--- config.mk ---
export PLATFORM = sky130hd
export DESIGN_NAME = rom_stream_reader
export DESIGN_NICKNAME = d
export VERILOG_FILES = /design/src/rtl/rom_skid_fifo.sv /design/src/rtl/rom_stream_reader.sv
export SDC_FILE = /design/constraint.sdc
export NUM_CORES = 1
export LEC_CHECK = 0
export CORE_ASPECT_RATIO = 0.9
export CORE_MARGIN = 3
export CORE_UTILIZATION = 44
export DETAILED_ROUTE_END_ITERATION = 8
export PLACE_DENSITY = 0.84
export SKIP_LAST_GASP = 1
export SLEW_MARGIN = 15
export SYNTH_ARGS = -nofsm -noshare
export SYNTH_HDL_FRONTEND = slang
export SYNTH_SLANG_ARGS = --single-unit
export TNS_END_PERCENT = 50
--- constraint.sdc ---
create_clock -name clk -period 1.9 [get_ports clk]
set_input_delay 0.19 -clock clk [delete_from_list [all_inputs] [get_ports clk]]
set_output_delay 0.19 -clock clk [all_outputs]
set_load 0.01 [all_outputs]
--- src/rtl/rom_skid_fifo.sv ---
`default_nettype none
// ============================================================================
// Module      : rom_skid_fifo
// Description : Two-entry synchronous FIFO with a registered head word.
//               Push and pop may occur in the same cycle, including when
//               the FIFO is full. A pop on an empty FIFO is ignored. A push
//               on a full FIFO without a pop is dropped.
// Revision    : 1.0 - initial release
// ============================================================================
module rom_skid_fifo #(
    parameter int DW = 9
) (
    input  logic          clk,
    input  logic          rst_n,
    input  logic          push,
    input  logic [DW-1:0] din,
    input  logic          pop,
    output logic [DW-1:0] head,
    output logic [1:0]    count
);

    logic [DW-1:0] r_head;
    logic [DW-1:0] r_tail;
    logic [1:0]    r_count;
    logic          w_pop;
    logic          w_push;

    // Qualify requests: a pop needs a word, and a push needs room or a pop
    // in the same cycle.
    assign w_pop  = pop && (r_count != 2'd0);
    assign w_push = push && ((r_count != 2'd2) || w_pop);

    // Storage update. The head register always holds the oldest word.
    always_ff @(posedge clk) begin
        if (!rst_n) begin
            r_head  <= '0;
            r_tail  <= '0;
            r_count <= 2'd0;
        end else begin
            case ({w_push, w_pop})
                2'b10: begin
                    if (r_count == 2'd0) begin
                        r_head <= din;
                    end else begin
                        r_tail <= din;
                    end
                    r_count <= r_count + 2'd1;
                end
                2'b01: begin
                    r_head  <= r_tail;
                    r_count <= r_count - 2'd1;
                end
                2'b11: begin
                    // Count stays the same. With one word, the new word
                    // becomes the head. With two, the queue shifts.
                    if (r_count == 2'd1) begin
                        r_head <= din;
                    end else begin
                        r_head <= r_tail;
                        r_tail <= din;
                    end
                end
                default: begin
                end
            endcase
        end
    end

    assign head  = r_head;
    assign count = r_count;

endmodule
`default_nettype wire

--- src/rtl/rom_stream_reader.sv ---
`default_nettype none
// ============================================================================
// Module      : rom_stream_reader
// Description : Converts a (start address, length) command into reads on a
//               1-cycle-latency synchronous ROM port. Returned words are
//               presented as a valid/ready stream through a 2-entry skid
//               FIFO. The stream sustains 1 word/cycle under full
//               throughput and tolerates arbitrary backpressure.
// Revision    : 1.0 - initial release
// ============================================================================
module rom_stream_reader #(
    parameter int WIDTH   = 8,
    parameter int WIDTHAD = 8
) (
    input  logic               clk,
    input  logic               rst_n,
    input  logic               start,
    input  logic [WIDTHAD-1:0] start_addr,
    input  logic [WIDTHAD:0]   start_len,
    output logic               busy,
    output logic               done,
    output logic [WIDTHAD-1:0] rom_addr,
    input  logic [WIDTH-1:0]   rom_q,
    output logic               out_valid,
    input  logic               out_ready,
    output logic [WIDTH-1:0]   out_data,
    output logic               out_last
);

    typedef enum logic [1:0] {
        IDLE  = 2'd0,
        RUN   = 2'd1,
        DRAIN = 2'd2
    } state_t;

    state_t             r_state;
    logic               r_busy;
    logic               r_done;
    logic [WIDTHAD-1:0] r_rom_addr;
    logic [WIDTHAD:0]   r_remaining;
    logic               r_inflight;
    logic               r_inflight_last;

    logic [WIDTH:0]     w_fifo_head;
    logic [1:0]         w_fifo_count;
    logic               w_pop;
    logic               w_credit;
    logic               w_issue;
    logic               w_final_hs;

    assign out_valid  = (w_fifo_count != 2'd0);
    assign out_data   = w_fifo_head[WIDTH-1:0];
    assign out_last   = w_fifo_head[WIDTH] & out_valid;
    assign w_pop      = out_valid & out_ready;
    assign w_final_hs = w_pop & out_last;

    // Credit: FIFO words plus the read in flight must not exceed two. A pop
    // in this cycle frees a slot in time for the word being issued now.
    assign w_credit = (({1'b0, w_fifo_count} + {2'b00, r_inflight}) < 3'd2) || w_pop;
    assign w_issue  = (r_state == RUN) && (r_remaining != '0) && w_credit;

    // Command sequencer. Also tracks the read in flight.
    always_ff @(posedge clk) begin
        if (!rst_n) begin
            r_state         <= IDLE;
            r_busy          <= 1'b0;
            r_done          <= 1'b0;
            r_rom_addr      <= '0;
            r_remaining     <= '0;
            r_inflight      <= 1'b0;
            r_inflight_last <= 1'b0;
        end else begin
            r_done          <= 1'b0;
            r_inflight      <= w_issue;
            r_inflight_last <= w_issue && (r_remaining == {{WIDTHAD{1'b0}}, 1'b1});

            case (r_state)
                IDLE: begin
                    if (start) begin
                        if (start_len != '0) begin
                            r_rom_addr  <= start_addr;
                            r_remaining <= start_len;
                            r_busy      <= 1'b1;
                            r_state     <= RUN;
                        end else begin
                            // An empty command completes without streaming.
                            r_done <= 1'b1;
                        end
                    end
                end
                RUN: begin
                    if (w_issue) begin
                        r_rom_addr  <= r_rom_addr + 1'b1;
                        r_remaining <= r_remaining - 1'b1;
                        if (r_remaining == {{WIDTHAD{1'b0}}, 1'b1}) begin
                            r_state <= DRAIN;
                        end
                    end
                end
                DRAIN: begin
                    // All reads have been issued. Finish on the last handshake.
                    if (w_final_hs && !r_inflight) begin
                        r_done  <= 1'b1;
                        r_busy  <= 1'b0;
                        r_state <= IDLE;
                    end
                end
                default: begin
                    r_state <= IDLE;
                end
            endcase
        end
    end

    rom_skid_fifo #(
        .DW (WIDTH + 1)
    ) u_fifo (
        .clk   (clk),
        .rst_n (rst_n),
        .push  (r_inflight),
        .din   ({r_inflight_last, rom_q}),
        .pop   (w_pop),
        .head  (w_fifo_head),
        .count (w_fifo_count)
    );

    assign busy     = r_busy;
    assign done     = r_done;
    assign rom_addr = r_rom_addr;

endmodule
`default_nettype wire

==> impl_metrics.yaml <==
status:
  status: "completed"
timing:
  hold_violations: 0
  final_max_slew_viol_count: 0
  setup_viol: 0
  fin_crit_sh_pct: 97.8
  slew_headroom_pct: 62.4
  setup_slack_ns: 0.0420
  tightest_slew_ns: 0.562
  period_minus_slack_ns: 1.86
  fmax_mhz: 538
  rsz0062_at_grt: "true"
  fin_worst_skew_ns: 0.00592
  fin_hold_ws_ns: 0.293
  tns_ns: 0
place:
  pre_cts_ws_ns: -0.324
  dp.cells: 403
  place.gp.congestion: 0.863
  hpwl_um: 4290
  port_buffers: 48
worst_setup_path:
  crit_top_cell: "inv_1"
  end_kind: "output port"
  ff2ff_setup_slack_ns: 0.07
  crit_type: "reg2out"
  required_ns: 1.71
  critPathMaxStageDelay_ns: 0.53
  worst_ep_arrival_time_ns: 1.67
  slowest_stage: "clkdlybuf4s50_1"
  cp_max_fo: 4
  start_kind: "register"
  crit_chain: "inv_1, ha_1, buf_4, inv_1, clkdlybuf4s50_1"
cells_and_area:
  fin_util_pct: 65.4
  final_layout_size_suffix_gt1_share_pct: 19.6
  fillers: 403
  diodes: 0
  stdcell_count: 412
  syn2layout_area_growth_pct: 37.2
  nNetsFinal: 383
synth:
  synth_edf_count: 0
  netlist_area_mm2: 0.00240
  netlist.area_leader.share_pct: 35.8
  yosys-top-cells-area: "dfxtp_1, mux2i_1, nand2_1, o211a_1, o21ai_0"
  synth_common_cells: "dfxtp_1, nand2_1, mux2i_1, o21ai_0, nor2b_1"
  syn_avg_cell_area_um2: 8.68
  synth_most_common_cell: "dfxtp_1"
  synth_largest_area_cell: "dfxtp_1"
  synthDistinctLibCells: 45
  seq_area_frac_synth_pct: 35.8
  ys_ff_latch: 43
  async_reset_ff_share_pct: 0
  synthesis.instances: 277
  synth-main-ff-cell: "dfxtp_1"
  syn-num-nets: 313
  synth_warnings: 0
run:
  maxCapViolCount: 0
floorplanning:
  rows: 24
  pin_count: 49
  die-area_mm2: 0.00639
  dieHeight_um: 76.1
  start_util_pct: 47.6
  fp.dieW_um: 83.9
  placeableCoreArea_mm2: 0.00504
pwr:
  p_leak_nw: 1.53
  p_per_area_mw_per_mm2: 1030
  worst_ir_drop_vdd_mv: 0.497
min_path:
  hold_path.class: "in2reg"
clock_network:
  cts_root_buf: "clkbuf_8"
  worstSkewPairLatency_ns: 0.30
  htree_levels: 2
  clk_path_buf_depth: 2
  cts_buffers: 5
  clk_pin_slew_ns: 0.08
  tritoncts: "done"
  hold_buffers: 0
  clock-sinks: 43
route:
  via_per_inst: 5.48
  post-route-drc-count: 0
  antenna_left: 0
  routed_wl_um: 6200
  vias: 2256
  wl_per_cell_um: 15.0
  drt_iter0_markers: 118
  first_pass_iters: 4
grt:
  gr-total-overflow: 0
  grt_pass1_vias: 2177
  grt_max_degree: 40
  antenna_found_initial: 0
  grt_pass1_wl_um: 10000
  track_usage_pct: 18.6
[cell usage in the layout, fill, tap and decap left out, types with 9 or more instances in the layout]
cell type | Yosys | routed
a21oi_1 | 11 | 11
buf_4 | 8 | 31
clkdlybuf4s50_1 | 0 | 44
dfxtp_1 | 43 | 42
mux2i_1 | 21 | 21
nand2_1 | 33 | 33
nand3_1 | 14 | 14
nor2_1 | 9 | 9
nor2b_1 | 15 | 14
o211a_1 | 11 | 11
o21ai_0 | 21 | 20
[sequential cells by signal, summed over array words and instances, names as in the netlist]
name / flops
r_remaining: 9
u_fifo.count: 2
u_fifo.r_tail: 9
r_state: 2
done: 1
r_inflight_last: 1
u_fifo.head: 9
busy: 1
rom_addr: 8
r_inflight: 1
[per-layer routing]
layer  up-vias  global-route usage, %  part of all wire [%]
li1       1110                      -                     -
met1      1048                   24.4                    44
met2        75                   29.7                    48
met3        23                   4.22                   5.1
met4         0                   7.23                   2.8
met5         -                      0                     0
[metrics by stage]
stage,area (um2),power [mW]
after global placement,3130,2.69
after detailed placement,3130,2.75
final,3300,3.41
after global routing,3300,3.62
after CTS,3230,3.35
after floorplan,2400,2.12
[worst paths after layout]
path	cells after the start	end	startpoint
max	5	out_valid	u_fifo.count[0]
min	5	r_remaining[7]	start_len[7]
max reg2reg	8	rom_addr[4]	u_fifo.count[0]
min reg2reg	2	r_remaining[7]	r_remaining[7]
[layout make-up]
type	count	area [um2]	area share, %
timing repair buffer	85	826	25.0
inverter	8	30.0	0.910
sequential	43	862	26.1
tap	65	81.3	2.47
clock inverter	1	5.00	0.152
multi-input combinational	204	1410	42.8
clock buffer	6	82.6	2.50
[what timing repair did]
action                     in CTS  in global routing
gates resized for setup         1                 15
buffers inserted                0                  2
setup endpoints to repair      12                 19
pin swaps                       1                  6
[critical path: cells and delay by family, from the launching register on]
family     cells  cell delay (ns)
flops          1             0.34
fa+ha+maj      1             0.23
buf+inv        4             0.81
[cell families after synthesis]
group | Yosys count | synth area share (%)
AOI/OAI and AO/OA | 67 | 20.4
adders and majority gates | 7 | 3.64
buffers and inverters | 30 | 6.82
DFF | 43 | 35.8
and+or+nand+nor | 101 | 21.7
xor gates and xnor gates | 8 | 2.92
muxes | 21 | 8.75
[where the power goes]
group	leakage (nW)	switching, mW	internal, mW	total (mW)
Combinational	1.13	0.734	0.870	1.60
Sequential	0.353	0.136	1.07	1.21
Clock	0.0470	0.310	0.286	0.596
(Power assumes the default switching activity.)
